File: src/rtl/uart_rx.sv
// UART receiver with 16x oversampling, optional even-parity check (UART_RX_PARITY_EN).
// Frames are LSB-first; dout and the error flags update only on rx_done_tick.
module uart_rx #(
  parameter int unsigned DBIT    = 8,
  parameter int unsigned SB_TICK = 16
) (
  input  logic       clk,
  input  logic       reset_n,
  input  logic       s_tick,
  input  logic       rx,
  output logic [7:0] dout,
  output logic       rx_done_tick,
  output logic       frame_err,
  output logic       parity_err
);

  // Tick counter widens only when the stop period exceeds 16 ticks.
  localparam int unsigned SW = (SB_TICK > 16) ? $clog2(SB_TICK) : 4;
  localparam int unsigned NW = 3;

`ifdef UART_RX_PARITY_EN
  typedef enum logic [2:0] {IDLE, START, DATA, PARITY, STOP} state_t;
`else
  typedef enum logic [2:0] {IDLE, START, DATA, STOP} state_t;
`endif

  state_t        state, state_n;
  logic [SW-1:0] s, s_n;
  logic [NW-1:0] n, n_n;
  logic [7:0]    b, b_n;
  logic [7:0]    b_align;
  logic [7:0]    dout_n;
  logic          done_n;
  logic          ferr_n;
  logic          rx_q1, rx_s;

  // Two-flop synchronizer, reset to the idle-high line level.
  always_ff @(posedge clk or negedge reset_n) begin
    if (!reset_n) begin
      rx_q1 <= 1'b1;
      rx_s  <= 1'b1;
    end else begin
      rx_q1 <= rx;
      rx_s  <= rx_q1;
    end
  end

  // Data bits enter at the MSB, so a short frame sits in the top DBIT bits.
  assign b_align = b >> (8 - DBIT);

`ifdef UART_RX_PARITY_EN
  logic pend, pend_n;
  logic perr_n;

  always_ff @(posedge clk or negedge reset_n) begin
    if (!reset_n) begin
      pend       <= 1'b0;
      parity_err <= 1'b0;
    end else begin
      pend       <= pend_n;
      parity_err <= perr_n;
    end
  end
`else
  assign parity_err = 1'b0;
`endif

  // State and datapath registers.
  always_ff @(posedge clk or negedge reset_n) begin
    if (!reset_n) begin
      state        <= IDLE;
      s            <= '0;
      n            <= '0;
      b            <= '0;
      dout         <= '0;
      rx_done_tick <= 1'b0;
      frame_err    <= 1'b0;
    end else begin
      state        <= state_n;
      s            <= s_n;
      n            <= n_n;
      b            <= b_n;
      dout         <= dout_n;
      rx_done_tick <= done_n;
      frame_err    <= ferr_n;
    end
  end

  // Next-state and datapath logic.
  always_comb begin
    state_n = state;
    s_n     = s;
    n_n     = n;
    b_n     = b;
    dout_n  = dout;
    done_n  = 1'b0;
    ferr_n  = frame_err;
`ifdef UART_RX_PARITY_EN
    pend_n  = pend;
    perr_n  = parity_err;
`endif
    case (state)
      IDLE: begin
        if (!rx_s) begin
          state_n = START;
          s_n     = '0;
        end
      end
      START: begin
        if (s_tick) begin
          if (s == SW'(7)) begin
            if (!rx_s) begin
              state_n = DATA;
              s_n     = '0;
              n_n     = '0;
            end else begin
              state_n = IDLE;
            end
          end else begin
            s_n = s + SW'(1);
          end
        end
      end
      DATA: begin
        if (s_tick) begin
          if (s == SW'(15)) begin
            s_n = '0;
            b_n = {rx_s, b[7:1]};
            if (n == NW'(DBIT - 1)) begin
`ifdef UART_RX_PARITY_EN
              state_n = PARITY;
`else
              state_n = STOP;
`endif
            end else begin
              n_n = n + NW'(1);
            end
          end else begin
            s_n = s + SW'(1);
          end
        end
      end
`ifdef UART_RX_PARITY_EN
      PARITY: begin
        if (s_tick) begin
          if (s == SW'(15)) begin
            s_n     = '0;
            pend_n  = rx_s ^ (^b_align);
            state_n = STOP;
          end else begin
            s_n = s + SW'(1);
          end
        end
      end
`endif
      STOP: begin
        if (s_tick) begin
          if (s == SW'(SB_TICK - 1)) begin
            state_n = IDLE;
            s_n     = '0;
            done_n  = 1'b1;
            dout_n  = b_align;
            ferr_n  = ~rx_s;
`ifdef UART_RX_PARITY_EN
            perr_n  = pend;
`endif
          end else begin
            s_n = s + SW'(1);
          end
        end
      end
      default: state_n = IDLE;
    endcase
  end

endmodule

File: config.mk
export PLATFORM = sky130hd
export DESIGN_NAME = uart_rx
export DESIGN_NICKNAME = d
export VERILOG_FILES = /design/src/rtl/uart_rx.sv
export SDC_FILE = /design/constraint.sdc
export NUM_CORES = 1
export LEC_CHECK = 0
export ABC_AREA = 1
export BUFFER_PORTS_ARGS = -buffer_cell sky130_fd_sc_hd__buf_2
export CAP_MARGIN = 25
export CELL_PAD_IN_SITES_DETAIL_PLACEMENT = 1
export CELL_PAD_IN_SITES_GLOBAL_PLACEMENT = 1
export CORE_MARGIN = 2
export CORE_UTILIZATION = 37
export CTS_BUF_LIST = sky130_fd_sc_hd__clkbuf_16
export DETAILED_ROUTE_END_ITERATION = 10
export GPL_TIMING_DRIVEN = 0
export PLACE_DENSITY_LB_ADDON = 0.08
export SLEW_MARGIN = 0
export SYNTH_ARGS = -nofsm -noshare
export SYNTH_HDL_FRONTEND = slang
export SYNTH_SLANG_ARGS = --single-unit
File: constraint.sdc
create_clock -name clk -period 1.27 [get_ports clk]
set_input_delay 0.254 -clock clk [delete_from_list [all_inputs] [get_ports clk]]
set_output_delay 0.254 -clock clk [all_outputs]
set_load 0.03 [all_outputs]
==> qor.yml, run 1 <==
yosys:
  ys_seq_area_frac: 0.518
  synth_top_area_cell: "dfrtp_1"
  yosysTopAreaCellShare: 0.480
  yosysWarnings: 0
  synthAdderAreaFrac: 0.0267
  synth_compound_area_frac: 0.121
  muxShareOfSynthArea: 0
  synth-simple-area-share: 0.245
  synth_nets: 162
  syn_inst: 155
  async_flop_share: 1.00
  synth_top_family_by_area: "simple AND/OR/NAND/NOR gates"
  synthXorXnorAreaFrac: 0.00623
  synthTopCellsByCount: "nand2_1, dfrtp_1, o21ai_2, inv_1, nand3_1"
  synth_cell_types: 21
  synth.most_common_cell: "nand2_1"
  avgSynthCellArea_um2: 9.07
  synth-edff-count: 0
  synth_top_flop_cell: "dfrtp_1"
  syn_area_mm2: 0.00141
  ys_top_cells_by_area: "dfrtp_1, nand2_1, o21ai_2"
  ys_seq_elements: 29
sta:
  hold_viol: 0
  tightest_slew_ns: 0.662
  finalMaxSlewViolations: 0
  tns_ns: -0.367
  rsz0062_at_grt: "true"
  fin_skew_ns: 0.00481
  max_slew_margin: 0.559
  fin_crit_sh: 1.04
  fmax_mhz: 754
  worst_slack_ns: -0.0554
  fin_crit_ns: 1.33
  setup-violations-final: 16
setup_path:
  crit_path_start_kind: "flop"
  endpoint_kind: "flop"
  worstReg2RegStart: "n[1]"
  ff2ff_path_depth: 8
  cp_data_required_time_ns: 1.42
  reg2reg_slack_ns: -0.06
  path_max_fanout: 4
  worstSetupPathType: "flop to flop"
  r2r_end: "n[2]"
  arrival_ns: 1.48
floorplanning:
  row_count: 22
  core_mm2: 0.00366
  start_util: 0.384
  die_area_mm2: 0.00431
  chipWidth_um: 65.7
  io_pins: 15
  die_y_um: 65.7
run_status:
  status: "complete, but fails checks"
  violations: "negative setup slack"
route:
  drc: 0
  dr.pass1.iters: 4
  routed_wl_um: 3240
  wl_per_cell_um: 13.8
  vias_per_cell: 4.79
  antenna_left: 0
  vias: 1126
  drt_iter0_markers: 20
clock_tree:
  hold_buffers: 0
  clk_latency_ns: 0.27
  clkTransAtPathRegs_ns: 0.05
  cts_tree: "built"
  cts.path.max_buffers: 2
  cts_buffers: 5
  clock-sinks: 29
  cts_root_buffer: "clkbuf_16"
  htree_levels: 2
power_and_ir_drop:
  p_total_mw: 3.16
  power.leakage_nw: 0.962
  p_per_area_mw_per_mm2: 1580
  vdd_drop_max_mv: 1.11
flow_run:
  maxCapViolCount: 0
grt:
  antenna_found_initial: 0
  grt_max_degree: 30
  track_usage: 0.167
  grt_overflow: 0
  grt_pass1_wl_um: 5390
  grt_pass1_vias: 1247
layout:
  register_area_um2: 728
  fillers: 412
  layout-drive-gt1-share: 0.503
  n_antenna_cell: 0
  finalNonFillerCells: 235
  multi_input_area_um2: 751
  syn_to_final_growth_pct: 42.6
  fin_util: 0.548
  final_cell_area_mm2: 0.00201
  fin_nets: 193
placed_design:
  placed_area_mm2: 0.00154
  post-dp-hpwl_um: 2080
  portBuffers: 13
  dp_cells: 216
  routabilityCongestion: 0.777
min_path:
  hold_path.class: "input pin to async pin"
[metal layers]
| layer | track usage | share of wire |
|---|---|---|
| met3 | 0.0462 | 0.028 |
| met4 | 0.0547 | 0.0071 |
| met1 | 0.194 | 0.42 |
| met2 | 0.294 | 0.54 |
| met5 | 0 | 0 |
[state kept, by name, indices dropped and copies added (netlist names)]
signal,count
b,8
dout,8
s,4
n,3
state,2
frame_err,1
rx_done_tick,1
rx_q1,1
rx_s,1
[repair_timing]
item,CTS,global route
pin swaps,10,11
setup endpoints to repair,22,26
cloned,1,0
gates resized for setup,15,43
buffers inserted,8,2
[kinds of logic after synthesis]
kind of cell	Yosys count
AOI/OAI and AO/OA	22
adders and majority gates	3
DFF	29
buffers and inverters	23
other	1
and+or+nand+nor	76
xor gates and xnor gates	1
[power breakdown]
group	switching (mW)	internal, mW
Clock	0.376	0.708
Combinational	0.632	0.371
Sequential	0.0660	1.01
[per-stage QoR]
stage	worst slack, ns	hold WS (ns)
floorplan	0.00489	-0.0416
global placement	-0.153	0.315
detailed placement	-0.194	0.324
CTS	-0.0921	0.0399
global route	-0.124	0.0614
finish	-0.0554	0.0179
[worst max-delay path, stage by stage (launching register included)]
cell and delay, ns:
dfrtp_1 0.38, ha_2 0.20, ha_4 0.16, inv_4 0.05
nand3_4 0.06, nand2_2 0.08, nand2_4 0.08, o21ai_1 0.14
nand2_1 0.07
[cells in the final DEF (no fill, tap or decap), types with 5 or more instances in the layout]
cell       Yosys  layout
nand2_1       50      31
dfrtp_1       27      27
o21ai_2       16      17
inv_1         15      14
buf_2          1      13
nand2_2        3      11
nand2_4        0      11
buf_4          1       8
nand3_1        9       6
nor2_1         8       6
clkbuf_16      0       5
[how the worst max path moves through the flow]
stage / start / endpoint / slack (ns) / cells after the start
floorplan: s[0] / dout[6] / 0.005 / 7
global placement: s[0] / dout[6] / -0.15 / 7
detailed placement: s[0] / dout[6] / -0.19 / 7
CTS: n[0] / n[0] / -0.09 / 8
global route: n[1] / n[1] / -0.12 / 9
finish: n[1] / n[2] / -0.06 / 8
[cell type report]
| class | count | area share |
|---|---|---|
| buffer | 5 | 0.0324 |
| multi-input combinational | 103 | 0.374 |
| timing repair buffer | 24 | 0.0936 |
| sequential | 29 | 0.363 |
| clock buffer | 5 | 0.0624 |
| inverter | 18 | 0.0374 |
| clock inverter | 3 | 0.00686 |
| tap | 48 | 0.0299 |
(Power assumes the default switching activity.)
==> run 2, diff against run 1 <==
--- a/config.mk
+++ b/config.mk
@@ -14,7 +14,6 @@
 export CORE_UTILIZATION = 37
 export CTS_BUF_LIST = sky130_fd_sc_hd__clkbuf_16
 export DETAILED_ROUTE_END_ITERATION = 10
-export GPL_TIMING_DRIVEN = 0
 export PLACE_DENSITY_LB_ADDON = 0.08
 export SLEW_MARGIN = 0
 export SYNTH_ARGS = -nofsm -noshare
==> run 2 against run 1 <==
- the flow still finishes with violations (negative setup slack)
- count of clock-buffer cells in the layout stayed put
- final area grew 4.5%
- fmax rose by 0.78%
- cell count is 2.6% higher
- routed wire length grew 5.2%
- register-to-register slack hardly changed
- clock skew about the same
- largest cell class unchanged
==> qor.yml, run 2 (same netlist as run 1, synthesis figures left out) <==
run_status:
  status: "complete, but fails checks"
  violations: "negative setup slack"
setup_path:
  path_max_fanout: 4
  crit_path_end: "n[2]"
  arrival_ns: 1.47
  crit_family: "flip-flops"
  worstSetupPathType: "flop to flop"
  cp_cell_sequence: "ha_2, ha_4, inv_2, nand3_2, nand2_2, nand2_4, o21ai_2, nand2_1"
  r2r_end: "n[2]"
  endpoint_kind: "flop"
  ff2ff_path_depth: 8
  crit_start: "n[1]"
  reg2reg_slack_ns: -0.05
  worstReg2RegStart: "n[1]"
  crit_slowest_cell: "dfrtp_1"
  path_buf_inv: 1
  cp_data_required_time_ns: 1.43
  crit_cells: 8
  cp_slowest_stage_delay_ns: 0.39
  crit_path_start_kind: "flop"
placed_design:
  portBuffers: 13
  post-dp-hpwl_um: 2200
  routabilityCongestion: 0.806
layout:
  fin_nets: 199
  layout_common_cells: "nand2_1, dfrtp_1, o21ai_2, buf_4, inv_1"
  final_common_cell: "nand2_1"
  layout-drive-gt1-share: 0.534
  fillers: 409
  n_antenna_cell: 0
  syn_to_final_growth_pct: 49.0
  fin_util: 0.572
  reg.largest.list: "b (8), dout (8), s (4)"
sta:
  rsz0062_at_grt: "true"
  hold_viol: 0
  finalMaxSlewViolations: 0
  fin_skew_ns: 0.00526
  fin_crit_ns: 1.32
  tns_ns: -0.302
  fmax_mhz: 760
  whs_ns: 0.0847
  worst_slack_ns: -0.0451
  setup-violations-final: 18
  fin_crit_sh: 1.04
grt:
  antenna_found_initial: 0
  grt_overflow: 0
  grt_max_degree: 30
  grt_pass1_wl_um: 5590
  grt_pass1_vias: 1235
  track_usage: 0.176
route:
  vias: 1171
  routed_wl_um: 3410
  drt_iter0_markers: 15
  dr.pass1.iters: 4
  drc: 0
  wl_per_cell_um: 14.2
  antenna_left: 0
  vias_per_cell: 4.86
clock_tree:
  htree_levels: 2
  clock-sinks: 29
  clkTransAtPathRegs_ns: 0.05
  cts.path.max_buffers: 2
  cts_buffers: 5
  cts_root_buffer: "clkbuf_16"
  cts_tree: "built"
  clk_latency_ns: 0.27
power_and_ir_drop:
  p_per_area_mw_per_mm2: 1670
  vdd_drop_max_mv: 0.779
  power.leakage_nw: 1.00
floorplanning:
  io_pins: 15
  start_util: 0.384
  die_y_um: 65.7
  die_area_mm2: 0.00431
  row_count: 22
  chipWidth_um: 65.7
  core_mm2: 0.00366
min_path:
  hold_path.class: "input pin to flop"
flow_run:
  maxCapViolCount: 0
-- run 2: layout make-up --
cell class                      count  area (um2)  share of cell area
Clock buffer                        5         125              0.0597
Clock inverter                      3        37.5              0.0179
Inverter                           18        75.1              0.0358
Multi-Input combinational cell    103         756               0.361
Sequential cell                    29         731               0.349
Tap cell                           48        60.1              0.0287
Timing Repair Buffer               35         312               0.149
-- run 2: timing repair --
item	CTS	global route
gates resized for setup	16	38
setup endpoints to repair	25	26
pin swaps	8	7
setup buffers	1	5
hold endpoints to repair	27	0
cloned	1	1
hold buffers	1	0
-- run 2: worst min path at each step --
stage               cells after the start     from  slack (ns)  endpoint
finish                                  1       rx        0.08     rx_q1
global route                            1       rx        0.08     rx_q1
CTS                                     1       rx        0.08     rx_q1
detailed placement                      2  reset_n        0.22      b[2]
global placement                        2  reset_n        0.22   dout[3]
floorplan                               0  reset_n       -0.04      b[0]
-- run 2: routing by layer --
metal,up-vias,routed length (um),GRT usage,part of all wire
li1,562,-,-,-
met4,0,59,0.0781,0.017
met1,588,1460,0.209,0.43
met2,15,1800,0.290,0.53
met3,6,92,0.0565,0.027
met5,-,0,0,0
-- run 2: power breakdown --
group	internal (mW)	switching [mW]	total, mW	leakage, nW
Sequential	1.02	0.129	1.14	0.391
Clock	0.907	0.377	1.28	0.0826
Combinational	0.442	0.623	1.06	0.528
-- run 2: stage by stage --
step / power (mW) / area [um2] / instances / setup WS, ns
floorplan: 1.60 / 1420 / 155 / 0.00489
global placement: 1.86 / 1630 / 224 / -0.0579
detailed placement: 1.90 / 1630 / 224 / -0.116
CTS: 3.30 / 1900 / 235 / -0.0741
global route: 3.69 / 2100 / 241 / -0.118
finish: 3.49 / 2100 / 241 / -0.0451
